===== config.mk =====
export PLATFORM = sky130hd
export DESIGN_NAME = scan_mux_n
export DESIGN_NICKNAME = d
export VERILOG_FILES = /design/src/rtl/display_pkg.sv /design/src/rtl/mux_nxw.sv /design/src/rtl/scan_mux_n.sv
export SDC_FILE = /design/constraint.sdc
export NUM_CORES = 1
export LEC_CHECK = 0
export CAP_MARGIN = 20
export CORE_MARGIN = 3
export CORE_UTILIZATION = 40
export DETAILED_ROUTE_END_ITERATION = 8
export GPL_TIMING_DRIVEN = 0
export PLACE_DENSITY = 0.67
export SETUP_SLACK_MARGIN = 0.05
export SLEW_MARGIN = 20
export SYNTH_ARGS = -nofsm -noshare
export SYNTH_HDL_FRONTEND = slang
export SYNTH_SLANG_ARGS = --single-unit

===== constraint.sdc =====
create_clock -name clk -period 3.6 [get_ports clk]
set_input_delay 0.72 -clock clk [delete_from_list [all_inputs] [get_ports clk]]
set_output_delay 0.72 -clock clk [all_outputs]
set_load 0.05 [all_outputs]

===== src/rtl/display_pkg.sv =====
// Shared encodings and defaults for the display scanning blocks.
package display_pkg;

  typedef enum logic [1:0] {
    ST_IDLE = 2'd0,
    ST_GAP  = 2'd1,
    ST_SHOW = 2'd2
  } state_t;

  // Truncated to the pattern width at the point of use; active-low segments all off.
  localparam logic [63:0] BLANK_DEFAULT = '1;

endpackage


===== src/rtl/mux_nxw.sv =====
// N-way, W-bit combinational selector over a flattened input bus.
// Out-of-range selects return zero.
module mux_nxw #(
  parameter int N = 8,
  parameter int W = 8,
  localparam int SEL_W = $clog2(N)
) (
  input  logic [N*W-1:0] data,
  input  logic [SEL_W-1:0] sel,
  output logic [W-1:0]   y
);

  always_comb begin
    y = '0;
    for (int i = 0; i < N; i++) begin
      if (sel == SEL_W'(i)) y = data[i*W +: W];
    end
  end

endmodule


===== src/rtl/scan_mux_n.sv =====
// Time-multiplexed display scanner: walks the enabled channels, blanks between
// slots, and drives shared segment lines plus active-low one-hot channel enables.
//
// state   | meaning
// --------+----------------------------------------------------------
// ST_IDLE | scan stopped, outputs blank; waits for en and a non-empty mask
// ST_GAP  | blanking before a slot, cnt runs 0..GAP-1
// ST_SHOW | channel sel driven on y/an, cnt runs 0..DIV-1
module scan_mux_n
  import display_pkg::*;
#(
  parameter int N_CH = 8,
  parameter int W    = 7,
  parameter int DIV  = 50000,
  parameter int GAP  = 2,
  parameter logic [W-1:0] BLANK_VAL = W'(BLANK_DEFAULT),
  localparam int SEL_W = $clog2(N_CH)
) (
  input  logic                clk,
  input  logic                rst_n,
  input  logic                en,
  input  logic [N_CH-1:0]     ch_mask,
  input  logic [N_CH*W-1:0]   data_in,
  output logic [W-1:0]        y,
  output logic [N_CH-1:0]     an,
  output logic [SEL_W-1:0]    sel,
  output logic                frame_done
);

  localparam int CNT_MAX = (DIV > GAP) ? DIV : GAP;
  localparam int CW      = $clog2(CNT_MAX + 1);
  localparam logic [CW-1:0] DIV_LAST = CW'(DIV - 1);
  localparam logic [CW-1:0] GAP_LAST = (GAP > 0) ? CW'(GAP - 1) : '0;

  state_t           state;
  logic [CW-1:0]    cnt;
  logic             run;
  logic [SEL_W-1:0] first_ch;
  logic [SEL_W-1:0] next_ch;
  logic [SEL_W-1:0] mux_sel;
  logic [W-1:0]     mux_y;

  function automatic logic [SEL_W-1:0] lowest_ch(input logic [N_CH-1:0] mask);
    logic [SEL_W-1:0] r;
    r = '0;
    for (int i = N_CH - 1; i >= 0; i--) begin
      if (mask[i]) r = SEL_W'(i);
    end
    return r;
  endfunction

  // Circular search starting after cur; lands back on cur when it is the only one set.
  function automatic logic [SEL_W-1:0] circ_next(input logic [SEL_W-1:0] cur,
                                                 input logic [N_CH-1:0]  mask);
    logic [SEL_W-1:0] r;
    logic             found;
    int               idx;
    r     = cur;
    found = 1'b0;
    for (int k = 1; k <= N_CH; k++) begin
      idx = (int'(cur) + k) % N_CH;
      if (!found && mask[idx]) begin
        r     = SEL_W'(idx);
        found = 1'b1;
      end
    end
    return r;
  endfunction

  function automatic logic [N_CH-1:0] onehot_n(input logic [SEL_W-1:0] s);
    logic [N_CH-1:0] r;
    for (int i = 0; i < N_CH; i++) r[i] = (s != SEL_W'(i));
    return r;
  endfunction

  assign run      = en && (|ch_mask);
  assign first_ch = lowest_ch(ch_mask);
  assign next_ch  = circ_next(sel, ch_mask);

  // The y register must see the channel being loaded on the same edge that sel moves.
  always_comb begin
    mux_sel = sel;
    case (state)
      ST_IDLE: mux_sel = first_ch;
      ST_SHOW: mux_sel = next_ch;
      default: mux_sel = sel;
    endcase
  end

  mux_nxw #(.N(N_CH), .W(W)) u_mux (
    .data (data_in),
    .sel  (mux_sel),
    .y    (mux_y)
  );

  always_ff @(posedge clk or negedge rst_n) begin
    if (!rst_n) begin
      state      <= ST_IDLE;
      cnt        <= '0;
      sel        <= '0;
      y          <= BLANK_VAL;
      an         <= '1;
      frame_done <= 1'b0;
    end else begin
      frame_done <= 1'b0;
      if (!run) begin
        state <= ST_IDLE;
        cnt   <= '0;
        y     <= BLANK_VAL;
        an    <= '1;
      end else begin
        case (state)
          ST_IDLE: begin
            sel <= first_ch;
            cnt <= '0;
            if (GAP > 0) begin
              state <= ST_GAP;
            end else begin
              state <= ST_SHOW;
              y     <= mux_y;
              an    <= onehot_n(first_ch);
            end
          end
          ST_GAP: begin
            if (cnt == GAP_LAST) begin
              cnt   <= '0;
              y     <= mux_y;
              an    <= onehot_n(sel);
              state <= ST_SHOW;
            end else begin
              cnt <= cnt + CW'(1);
            end
          end
          ST_SHOW: begin
            if (cnt == DIV_LAST) begin
              cnt        <= '0;
              sel        <= next_ch;
              frame_done <= (next_ch <= sel);
              if (GAP > 0) begin
                state <= ST_GAP;
                y     <= BLANK_VAL;
                an    <= '1;
              end else begin
                y  <= mux_y;
                an <= onehot_n(next_ch);
              end
            end else begin
              cnt <= cnt + CW'(1);
            end
          end
          default: begin
            state <= ST_IDLE;
            cnt   <= '0;
            y     <= BLANK_VAL;
            an    <= '1;
          end
        endcase
      end
    end
  end

endmodule


# Word level (Yosys, flattened, before mapping)
# Cells that the tools add are included.
# W data, S select, Z words.
dict set report op_classes {
  n_reduce_logical 31
  n_mux 77
  bitwise 8
  eq_ne 22
  magnitude_cmp 9
  addsub 9
}
# operator n
set ops {}
lappend ops {{$mux W7} 11}
lappend ops {{$mux W3} 17}
lappend ops {{$mux W16} 3}
lappend ops {{$lt A4 B5 Y1 const B} 8}
lappend ops {{$pmux W16 S2} 1}
lappend ops {{$mux W1} 26}
lappend ops {{$bmux W1 S3} 8}
lappend ops {{$mux W8} 3}
lappend ops {{$pmux W8 S3} 1}
lappend ops {{$reduce_or A3 Y1} 8}
lappend ops {{$pmux W7 S3} 1}
lappend ops {{$ne A3 B3 Y1 const B} 6}
lappend ops {{$add A16 B1 Y16 const B} 1}
lappend ops {{$eq A16 B1 Y1 const B} 1}
lappend ops {{$eq A16 B16 Y1 const B} 1}
lappend ops {{$add A3 B3 Y3 const B} 4}
lappend ops {{$eq A3 B3 Y1 const B} 4}
lappend ops {{$pmux W3 S2} 2}
lappend ops {{$and A1 B1 Y1 const A} 8}
lappend ops {{$logic_and A1 B1 Y1} 8}
lappend ops {{$reduce_or A8 Y1} 1}
lappend ops {{$logic_not A1 Y1} 7}
lappend ops {{$add A3 B1 Y3 const B} 2}
lappend ops {{$add A3 B2 Y3 const B} 2}
lappend ops {{16 further kinds} 22}
dict set report word_totals {
  register_bits 37
  wordCells 162
  in_bits 67
}

# Logic depth before layout (Yosys ltp)
# Gate-level depths: netlist of run 1.
dict set report logic_depth {
  depth_word 41
  depth_mapped 17
  mapped_depth_nobuf 14
}

# Hierarchy
# A second synthesis of run 1 with hierarchy kept.
dict set report unflattened {
  cells_unflattened 389
  hier_area_um2 3691.0
}
# mod area_each_um2 seq_area_each_um2 cells_each instances
set modules_own_cells {}
lappend modules_own_cells {scan_mux_n 3024.2 944.7 314 1}
lappend modules_own_cells {mux_nxw 666.9 0.0 75 1}

# Worst setup path before layout of run 1
# OpenSTA, ideal clock, no wires.
dict set report synth_timing {
  kind {register to register}
  startpoint {reg sel[1]}
  endpoint {reg frame_done}
  required_ns 3.499
  synth_period_minus_slack_ns 3.838
  path_buffers 2
  path_stages_with_launch 15
  slack_ns -0.238
  arrival_time_ns 3.737
  cell_sequence {dfrtp_1 inv_1 clkbuf_1 ha_1 clkbuf_1 mux4_2 mux2i_2 nand4_2 nand3b_4 or3_1 o21a_1 ha_1 a21oi_1 a31oi_1 nor4_1}
}
dict set report synth_via {
  elab_chain_cells 30
  elab_cells_between_ends 65
}
# element line_no
set synth_rtl {}
lappend synth_rtl {{start: declaration} scan_mux_n.sv:26} ;# output logic [SEL_W-1:0] sel,
lappend synth_rtl {{start signal: assignment} scan_mux_n.sv:114} ;# sel <= first_ch;
lappend synth_rtl {{start signal: assignment} scan_mux_n.sv:137} ;# sel <= next_ch;
lappend synth_rtl {{$add A3 B1 Y3} scan_mux_n.sv:61} ;# idx = (int'(cur) + k) % N_CH;
lappend synth_rtl {{$bmux W1 S3} scan_mux_n.sv:62} ;# if (!found && mask[idx]) begin
lappend synth_rtl {{$mux W1 (not written as such) (2 in series)} scan_mux_n.sv:62}
lappend synth_rtl {{$mux W1} scan_mux_n.sv:62}
lappend synth_rtl {{$logic_not A1 Y1} scan_mux_n.sv:62}
lappend synth_rtl {{$logic_and A1 B1 Y1} scan_mux_n.sv:62}
lappend synth_rtl {{$mux W1} scan_mux_n.sv:62}
lappend synth_rtl {{$logic_not A1 Y1} scan_mux_n.sv:62}
lappend synth_rtl {{(+13 left out)} --}
lappend synth_rtl {{$mux W1} scan_mux_n.sv:62}
lappend synth_rtl {{$logic_not A1 Y1} scan_mux_n.sv:62}
lappend synth_rtl {{$logic_and A1 B1 Y1} scan_mux_n.sv:62}
lappend synth_rtl {{$mux W3} scan_mux_n.sv:62}
lappend synth_rtl {{$le A3 B3 Y1 (*)} scan_mux_n.sv:138} ;# frame_done <= (next_ch <= sel);
lappend synth_rtl {{$mux W1 (*)} scan_mux_n.sv:135} ;# if (cnt == DIV_LAST) begin
lappend synth_rtl {{$mux W1 (*)} scan_mux_n.sv:112} ;# case (state)
lappend synth_rtl {{$mux W1 (*)} scan_mux_n.sv:106} ;# if (!run) begin
lappend synth_rtl {{end signal: assignment} scan_mux_n.sv:138}
lappend synth_rtl {{end: declaration} scan_mux_n.sv:27} ;# output logic frame_done
# Every way passes the cells marked *; elsewhere a longest branch is shown, timed or not. The select of a mux whose other input is x is not followed.
# A chain may end at the register's enable or synchronous reset.

# Final worst setup path of run 1
dict set report layout_timing {
  startpoint {reg sel[0]}
  endpoint {reg y[3]}
}
dict set report layout_via {
  elab_chain_cells 39
  elab_cells_between_ends 81
}
# element line_no
set layout_rtl {}
lappend layout_rtl {{$add A3 B1 Y3} scan_mux_n.sv:61}
lappend layout_rtl {{$bmux W1 S3} scan_mux_n.sv:62}
lappend layout_rtl {{$mux W1 (not written as such) (2 in series)} scan_mux_n.sv:62}
lappend layout_rtl {{$mux W1} scan_mux_n.sv:62}
lappend layout_rtl {{$logic_not A1 Y1} scan_mux_n.sv:62}
lappend layout_rtl {{$logic_and A1 B1 Y1} scan_mux_n.sv:62}
lappend layout_rtl {{$mux W1} scan_mux_n.sv:62}
lappend layout_rtl {{$logic_not A1 Y1} scan_mux_n.sv:62}
lappend layout_rtl {{(+16 left out)} --}
lappend layout_rtl {{$mux W3} scan_mux_n.sv:62}
lappend layout_rtl {{$pmux W3 S2 (*)} scan_mux_n.sv:83} ;# case (state)
lappend layout_rtl {{$logic_not A3 Y1} mux_nxw.sv:16} ;# if (sel == SEL_W'(i)) y = data[i*W +: W];
lappend layout_rtl {{$mux W7 (7 in series)} mux_nxw.sv:16}
lappend layout_rtl {{$mux W7 (*)} mux_nxw.sv:16}
lappend layout_rtl {{$mux W7 (*)} scan_mux_n.sv:125} ;# if (cnt == GAP_LAST) begin
lappend layout_rtl {{$pmux W7 S3 (*)} scan_mux_n.sv:112}
lappend layout_rtl {{$mux W7 (*)} scan_mux_n.sv:106}
lappend layout_rtl {{end signal: assignment} scan_mux_n.sv:120} ;# y <= mux_y;
lappend layout_rtl {{end signal: assignment} scan_mux_n.sv:127} ;# y <= mux_y;
lappend layout_rtl {{end signal: assignment} scan_mux_n.sv:144} ;# y <= mux_y;
lappend layout_rtl {{end: declaration} scan_mux_n.sv:24} ;# output logic [W-1:0] y,
# Marks and branches as above.

==> results of run 1 <==
## power groups by stage
stage | sequential (mW) | clock [mW] | combinational, mW
floorplan | 0.659 | 0 | 1.90
CTS | 0.524 | 0.287 | 3.23
finish | 0.528 | 0.280 | 3.74
global placement | 0.536 | 0 | 2.64
global route | 0.534 | 0.309 | 4.00
detailed placement | 0.537 | 0 | 2.64
## repair_timing
| action | in CTS | in global routing |
|---|---|---|
| hold buffers | 0 | 0 |
| buffers inserted | 19 | 9 |
| setup endpoints to repair | 8 | 10 |
| pin swaps | 13 | 15 |
| resized for setup | 51 | 30 |
## flip-flops by register name (all words and copies together), names as in the netlist
signal	count
an	8
cnt	16
frame_done	1
sel	3
state	2
y	7
## metal layers
metal | vias to the layer above | GRT usage (%) | wire (um) | part of all wire, %
met4 | 0 | 6.54 | 317 | 2.7
met3 | 27 | 4.91 | 915 | 7.9
li1 | 1749 | - | - | -
met2 | 154 | 37.0 | 5410 | 47
met5 | - | 0 | 0 | 0
met1 | 1765 | 28.0 | 4890 | 42
## cells in the mapped netlist, types with 2 or more instances
library cell and number:
nand2b_1 8, or3_1 3, mux4_2 9, o21ai_1 2, o22a_1 4, xnor2_1 8, clkbuf_1 16, nor2b_1 2
xor2_1 7, nor3_1 4, o311ai_0 2, inv_1 25, buf_4 2, nand4_1 4, a31oi_1 7, o21ai_0 6
buf_6 4, mux2i_2 3, and3_1 5, a2bb2oi_1 2, and2_1 5, a21oi_1 18, dfstp_2 15, nand3_1 12
mux2i_1 30, o21a_1 5, o21bai_1 2, o2bb2ai_1 7, a211oi_1 11, dfrtp_1 22, nor4_1 5, nand2_1 22
mux2_2 8, o211ai_1 28, a21o_1 2, nor2_1 41, ha_1 17
## area by class of cell
class / count / area [um^2]
buffer: 22 / 165
clock buffer: 6 / 72.6
clock inverter: 2 / 10.0
fill: 723 / 3520
inverter: 26 / 110
multi-input combinational: 317 / 2780
sequential: 37 / 948
tap: 108 / 135
timing repair buffer: 108 / 1020
## worst register-to-register path: cells and delay by family (launching register included)
family	cells	cell delay, ps
AND/OR/NAND/NOR	1	160
AO/OA/AOI/OAI	6	1270
buffers and inverters	3	460
flip-flops	1	450
multiplexers	2	610
adder cells (fa/ha/maj)	2	490
## how the worst max path moves through the flow
| stage | slack [ps] | endpoint | startpoint | cells after the start |
|---|---|---|---|---|
| floorplan | 50 | frame_done$_DFF_PN0_ | sel[0]$_DFFE_PN0P_ | 14 |
| global placement | -550 | frame_done$_DFF_PN0_ | ch_mask[0] | 12 |
| CTS | 50 | frame_done$_DFF_PN0_ | sel[1]$_DFFE_PN0P_ | 15 |
| global route | 6 | frame_done$_DFF_PN0_ | sel[0]$_DFFE_PN0P_ | 14 |
| finish | 70 | y[3]$_DFFE_PN1P_ | sel[0]$_DFFE_PN0P_ | 14 |
| detailed placement | -610 | y[6]$_DFFE_PN1P_ | ch_mask[1] | 10 |
## cell families (layout without fill, tap and decap cells)
family | Yosys count | count (layout) | share of synthesized area (%)
AOI/OAI and AO/OA | 115 | 115 | 23.3
and+or+nand+nor | 120 | 120 | 17.3
buffers and inverters | 50 | 164 | 6.26
adders and majority gates | 17 | 17 | 5.88
muxes | 50 | 50 | 17.5
DFF | 37 | 37 | 26.1
xor gates and xnor gates | 15 | 15 | 3.63
## through the flow
| stage | setup slack [ps] | instance area, um^2 |
|---|---|---|
| floorplan | 54.9 | 3620 |
| global placement | -554 | 4550 |
| detailed placement | -606 | 4570 |
| CTS | 52.3 | 5030 |
| global route | 5.74 | 5250 |
| finish | 71.9 | 5250 |
==> reports/results.ini, run 1 <==
[synth]
synth-edff-count = 0
yosys.cell_types.count = 68
ys_ff_latch = 37
synth_top_area_share_pct = 15.2
post_synth.cell_area_avg_um2 = 8.95
synth-seq-area-share_pct = 26.1
synth_warnings = 0
synthesis.area_um2 = 3620
syn_inst = 404
synthArstFlopShare_pct = 100
syn_nets = 488
synth_ff_type = dfrtp_1
synthTopCellsByArea = dfrtp_1, dfstp_2, mux2i_1
synth_top_area_cell = dfrtp_1

[global_routing]
grt_max_degree = 24
grt_use_total_pct = 22.0
overflow = 0
grt_pass1_wl_mm = 18.1
grt_antenna_before_repair = 0
grt_pass1_vias = 3635

[placed_design]
port_buffers = 79
dp_hpwl_mm = 8.33
finalWeightedCongestion = 0.976
dp.cells = 592

[die]
dieArea_um2 = 10200
pin_count = 86
initial_core_util_pct = 41.3
die_w_um = 101
num_rows = 34
core_area_um2 = 8760
fp.dieH_um = 101

[sta]
finalMaxSlewViolations = 0
final.period_utilization_pct = 98.0
hold_viol_final = 0
rsz0062_at_grt = true
hold_ws_ps = 341
max_freq_ghz = 0.283
fin_setup_tns_ps = 0
clock_skew_ps = 6.19
tightest_slew_ps = 610
fin_crit_ps = 3530
slew_headroom_pct = 59.4
setup_viol = 0

[power]
peakVddDrop_v = 0.000327
p_sw_share_pct = 49.0
p_seq_share_pct = 11.6
fin_total_pwr_mw = 4.55
pwr-share-clk_pct = 6.1
power.leakage_nw = 2.05
p_per_area_nw_per_um2 = 867
internal_power_mw = 2.32
combPwrFrac_pct = 82.2
power_switching_mw = 2.23

[setup_path]
start_kind = flop
end_kind = flop
crit_arrival_ps = 3730
path_class = reg2reg
r2r_slack_ps = 70
critPathBufInv = 3
worst_r2r_endpoint = y[3]$_DFFE_PN1P_
crit_path_max_incr_delay_ps = 450
r2r-start = sel[0]$_DFFE_PN0P_
cp_data_required_time_ps = 3800
r2r_cells = 14
path_max_fanout = 10
cp_top_family = compound AO/OA/AOI/OAI gates
path_cells = buf_4 -> ha_4 -> ha_4 -> mux4_2 -> mux2i_4 -> nand4_1 -> a311oi_2 -> a221oi_4 -> o21a_1 -> buf_6 -> buf_6 -> o211ai_1 -> a21oi_2 -> a211oi_1
crit_slowest_cell = dfrtp_2

[clock_network]
clk_pin_slew_worst_paths_ps = 70
clock_path_buffers = 2
cts.sinks = 37
cts_tree = done
h-tree-depth = 2
clockRootBuffer = clkbuf_8
insertion_delay_ps = 290
cts-buffers-inserted = 5

[layout]
layout.cells.non_filler = 626
diodes = 0
drive_above_1_share_pct = 26.1
syn_to_final_growth_pct = 45.0
fin_nets = 601
final_common_cell = clkdlybuf4s50_1
utilization_pct = 59.9
mostFrequentLayoutCells = clkdlybuf4s50_1, nor2_1, o211ai_1, buf_4, mux2i_1

[worst_hold_path]
worstHoldPathType = in2async

[detailed_routing]
wirelength_mm = 11.5
ant_nets = 0
drcViolationCount = 0
dr.pass1.iters = 5
post_drt_wl_per_cell_um = 18.4
viasPerCell = 5.90
vias = 3695
drt_iter0_drc = 240

[flow_run]
maxCapViolCount = 0

[run_status]
status = completed

No activity file was read; power rests on OpenSTA's default activity.
==> run 2: changes to the inputs <==
--- a/config.mk
+++ b/config.mk
@@ -16,3 +16,4 @@
 export SYNTH_ARGS = -nofsm -noshare
 export SYNTH_HDL_FRONTEND = slang
 export SYNTH_SLANG_ARGS = --single-unit
+export TNS_END_PERCENT = 50
==> constraint.sdc (replaced) <==
create_clock -name clk -period 3.6 [get_ports clk]
set_input_delay 0.36 -clock clk [delete_from_list [all_inputs] [get_ports clk]]
set_output_delay 0.36 -clock clk [all_outputs]
set_load 0.05 [all_outputs]
==> reports/results.ini, run 2 (same netlist as run 1, synthesis figures left out) <==
[layout]
mostFrequentLayoutCells = clkdlybuf4s50_1, nor2_1, o211ai_1
utilization_pct = 60.1
diodes = 0
top_regs = cnt x16, an x8, y x7
largest-register = cnt
layout.cells.non_filler = 626
final_common_cell = clkdlybuf4s50_1
fill_cells = 735
drive_above_1_share_pct = 25.3
largest_register_ff_count = 16
seqCellArea_um2 = 948
fin_nets = 601
multi_input_area_um2 = 2760
syn_to_final_growth_pct = 45.6

[setup_path]
path_class = reg2reg
path_cells = buf_4 -> ha_4 -> ha_4 -> mux4_2 -> mux2i_4 -> nand4_1 -> a311oi_4 -> a221oi_4 -> o21a_1 -> buf_6 -> buf_8 -> o211ai_1 -> a21oi_2 -> a211oi_1
crit_path_frequent_cell = ha_4
start_kind = flop
crit_slowest_cell = dfrtp_2
cp_top_family = compound AO/OA/AOI/OAI gates
path_max_fanout = 6
crit_path_max_incr_delay_ps = 450
cp_data_required_time_ps = 3800
crit_arrival_ps = 3700
critPathBufInv = 3
end_kind = flop

[clock_network]
cts_tree = done
cts-buffers-inserted = 5
cts.sinks = 37
insertion_delay_ps = 290
h-tree-depth = 2
clockRootBuffer = clkbuf_8
clk_pin_slew_worst_paths_ps = 70
clock_path_buffers = 2

[placed_design]
dp.cells = 592
dp_slack_ps = -444
finalWeightedCongestion = 0.976
dp_hpwl_mm = 8.33
port_buffers = 79

[detailed_routing]
vias = 3652
post_drt_wl_per_cell_um = 18.4
wirelength_mm = 11.5
viasPerCell = 5.83
ant_nets = 0
dr.pass1.iters = 5
drt_iter0_drc = 257
drcViolationCount = 0

[run_status]
status = completed

[sta]
clock_skew_ps = 7.51
hold_ws_ps = 489
setup_viol = 0
layout_setup_ws_ps = 98.0
final.period_utilization_pct = 97.3
max_freq_ghz = 0.286
hold_viol_final = 0
rsz0062_at_grt = true
finalMaxSlewViolations = 0
slew_headroom_pct = 59.9
fin_crit_ps = 3500
tightest_slew_ps = 601

[global_routing]
grt_pass1_wl_mm = 18.1
grt_max_degree = 24
grt_pass1_vias = 3648
grt_use_total_pct = 21.9
overflow = 0
grt_antenna_before_repair = 0

[power]
power.leakage_nw = 2.08
p_per_area_nw_per_um2 = 850
peakVddDrop_v = 0.000344
fin_total_pwr_mw = 4.47

[die]
dieArea_um2 = 10200
fp.dieH_um = 101
die_w_um = 101
initial_core_util_pct = 41.3
core_area_um2 = 8760
num_rows = 34
pin_count = 86

[flow_run]
maxCapViolCount = 0

[worst_hold_path]
worstHoldPathType = reg2reg

==> run 2: per-layer routing <==
layer	share of wire (%)	global-route usage, %	up-vias	wire (um)
li1	-	-	1745	-
met1	43	28.4	1743	4960
met2	47	36.7	144	5430
met3	7.9	4.50	20	912
met4	1.8	6.44	0	204
met5	0	0	-	0
==> run 2: area by class of cell <==
| class | count | share of cell area [%] |
|---|---|---|
| flip-flops and latches | 37 | 18.0 |
| plain buffers | 22 | 3.30 |
| clock inverters | 2 | 0.190 |
| repair buffers | 108 | 20.1 |
| inverters | 26 | 2.09 |
| multi-input cells | 317 | 52.4 |
| clock buffers | 6 | 1.38 |
| well taps | 108 | 2.57 |
==> run 2: path summary, 6_finish.rpt <==
path	from	depth (start not counted)	end	slack (ps)
max in group asynchronous	rst_n	3	y[5]$_DFFE_PN1P_	2570
max	sel[1]$_DFFE_PN0P_	14	y[3]$_DFFE_PN1P_	100
min reg2reg	cnt[0]$_DFF_PN0_	1	cnt[0]$_DFF_PN0_	490
min	cnt[0]$_DFF_PN0_	1	cnt[0]$_DFF_PN0_	490
max reg2reg	sel[1]$_DFFE_PN0P_	14	y[3]$_DFFE_PN1P_	100
min in group asynchronous	rst_n	2	sel[0]$_DFFE_PN0P_	510
==> run 2: timing repair <==
item | CTS | global route
pin swaps | 14 | 18
cloned | 0 | 2
gates resized for setup | 46 | 34
hold buffers | 1 | 0
buffers inserted | 17 | 8
endpoints found under the hold margin | 14 | 0
endpoints found under the setup margin | 8 | 10
==> run 2: stage by stage <==
stage / instance area [um^2] / TNS [ps]
final: 5270 / 0
after detailed placement: 4570 / -3510
after floorplan: 3620 / 0
after global placement: 4550 / -3410
after global routing: 5270 / 0
after CTS: 5030 / 0
==> run 2: power breakdown <==
group,leakage (nW),internal (mW),switching [mW],total [mW]
clock,0.0450,0.134,0.146,0.280
sequential,0.455,0.482,0.0445,0.527
combinational,1.58,1.68,1.98,3.67
total,2.08,2.30,2.18,4.47
==> run 3: changes to the inputs <==
--- a/config.mk
+++ b/config.mk
@@ -6,11 +6,14 @@
 export NUM_CORES = 1
 export LEC_CHECK = 0
 export CAP_MARGIN = 20
+export CELL_PAD_IN_SITES_DETAIL_PLACEMENT = 0
+export CELL_PAD_IN_SITES_GLOBAL_PLACEMENT = 1
 export CORE_MARGIN = 3
-export CORE_UTILIZATION = 40
+export CORE_UTILIZATION = 34
+export CTS_CLUSTER_DIAMETER = 30
 export DETAILED_ROUTE_END_ITERATION = 8
 export GPL_TIMING_DRIVEN = 0
-export PLACE_DENSITY = 0.67
+export PLACE_DENSITY = 0.75
 export SETUP_SLACK_MARGIN = 0.05
 export SLEW_MARGIN = 20
 export SYNTH_ARGS = -nofsm -noshare
==> reports/results.ini, run 3 (same netlist as run 1, synthesis figures left out) <==
[die]
num_rows = 37
dieArea_um2 = 11900
fp.dieH_um = 109
pin_count = 86
die_w_um = 109
initial_core_util_pct = 35.0
core_area_um2 = 10300

[worst_hold_path]
hold_path_depth = 1
hp-start = cnt[0]$_DFF_PN0_
min_to = cnt[0]$_DFF_PN0_
worstHoldPathType = reg2reg

[layout]
utilization_pct = 51.9
fin_nets = 608
top_regs = cnt x16, an x8, y x7
design_area_um2 = 5360
diodes = 0
mostFrequentLayoutCells = clkdlybuf4s50_1, nor2_1, buf_4
multi_input_area_um2 = 2750
largest_register_ff_count = 16
syn_to_final_growth_pct = 48.2
largest-register = cnt
final_common_cell = clkdlybuf4s50_1
layout.cells.non_filler = 661
drive_above_1_share_pct = 26.7
fill_cells = 917
seqCellArea_um2 = 948

[power]
p_per_area_nw_per_um2 = 859
pwr-share-clk_pct = 8.8
peakVddDrop_v = 0.000323
power.leakage_nw = 2.10
fin_total_pwr_mw = 4.61
combPwrFrac_pct = 79.8
power_switching_mw = 2.19
p_seq_share_pct = 11.4
p_sw_share_pct = 47.5
internal_power_mw = 2.42

[placed_design]
dp_hpwl_mm = 8.49
port_buffers = 79
dp_slack_ps = -555
dp.cells = 620
finalWeightedCongestion = 0.918
place_area_um2 = 4610

[detailed_routing]
vias = 3676
drcViolationCount = 0
drt_iter0_drc = 351
post_drt_wl_per_cell_um = 17.7
dr.pass1.iters = 4
ant_nets = 0
wirelength_mm = 11.7
viasPerCell = 5.56

[sta]
tightest_slew_ps = 610
fin_setup_tns_ps = 0
finalMaxSlewViolations = 0
layout_setup_ws_ps = 145
hold_ws_ps = 487
max_freq_ghz = 0.289
hold_viol_final = 0
clock_skew_ps = 10.2
final.period_utilization_pct = 96.0
slew_headroom_pct = 59.4
setup_viol = 0
fin_crit_ps = 3460

[global_routing]
overflow = 0
grt_use_total_pct = 19.1
grt_antenna_before_repair = 0
grt_pass1_vias = 3516
grt_pass1_wl_mm = 18.2
grt_max_degree = 22

[setup_path]
end_kind = flop
r2r-start = sel[1]$_DFFE_PN0P_
path_class = reg2reg
r2r_cells = 16
worst_r2r_endpoint = y[4]$_DFFE_PN1P_
start_kind = flop
crit_arrival_ps = 3660
cp_data_required_time_ps = 3810
path_max_fanout = 13
r2r_slack_ps = 140

[clock_network]
clk_pin_slew_worst_paths_ps = 80
cts.sinks = 37
clockRootBuffer = clkbuf_8
h-tree-depth = 2
cts-buffers-inserted = 5
clock_path_buffers = 2
cts_tree = done
insertion_delay_ps = 300

[flow_run]
maxCapViolCount = 0

[run_status]
status = completed

-- run 3: cell count changes in the layout (fill, tap and decap cells not counted), sizes merged --
cell and change:
clkinv -1, buf +8, bufinv +1, clkbuf -1
-- run 3: timing repair --
| action | in CTS | in global routing |
|---|---|---|
| pin swaps | 14 | 16 |
| setup buffers | 18 | 15 |
| hold endpoints to repair | 5 | 0 |
| gates resized for setup | 49 | 28 |
| hold buffers | 1 | 0 |
| setup endpoints to repair | 10 | 8 |
-- run 3: layout make-up --
| type | instances | share of cell area (%) |
|---|---|---|
| repair buffers | 114 | 20.1 |
| inverters | 26 | 2.05 |
| multi-input cells | 317 | 51.2 |
| clock inverters | 2 | 0.654 |
| flip-flops and latches | 37 | 17.7 |
| clock buffers | 6 | 1.75 |
| well taps | 136 | 3.17 |
| plain buffers | 23 | 3.31 |
-- run 3: layer usage --
metal | vias up | global-route usage (%) | share of wire [%]
li1 | 1757 | - | -
met2 | 120 | 31.7 | 48
met3 | 13 | 3.49 | 7.2
met1 | 1786 | 26.0 | 43
met5 | - | 0 | 0
met4 | 0 | 4.33 | 1.2
-- run 3: critical path: stages, from the launching register on --
cell       delay, ps
dfrtp_2          430
inv_4             70
clkbuf_16        180
ha_4             320
mux4_2           390
mux2_4           310
o311ai_4         210
a32o_2           190
a21oi_4           80
buf_6            130
o21a_1           180
buf_6            140
buf_6            130
buf_4            130
mux2i_1          110
o2bb2ai_1        120
a211oi_1         210
-- run 3: how the worst max path moves through the flow --
| stage | cells past startpoint | from | end | slack, ps |
|---|---|---|---|---|
| floorplan | 14 | sel[0]$_DFFE_PN0P_ | frame_done$_DFF_PN0_ | 50 |
| global placement | 14 | sel[1]$_DFFE_PN0P_ | frame_done$_DFF_PN0_ | -530 |
| detailed placement | 13 | sel[0]$_DFFE_PN0P_ | y[3]$_DFFE_PN1P_ | -560 |
| CTS | 15 | sel[0]$_DFFE_PN0P_ | frame_done$_DFF_PN0_ | 40 |
| global route | 13 | sel[2]$_DFFE_PN0P_ | frame_done$_DFF_PN0_ | -3 |
| finish | 16 | sel[1]$_DFFE_PN0P_ | y[4]$_DFFE_PN1P_ | 140 |
-- run 3: power groups by stage --
| stage | combinational (mW) | sequential [mW] | clock, mW |
|---|---|---|---|
| 2_1_floorplan | 1.90 | 0.659 | 0 |
| 3_3_place_gp | 2.67 | 0.534 | 0 |
| 3_5_place_dp | 2.67 | 0.538 | 0 |
| 4_1_cts | 3.30 | 0.524 | 0.412 |
| 5_1_grt | 3.92 | 0.530 | 0.437 |
| 6_report | 3.67 | 0.525 | 0.407 |
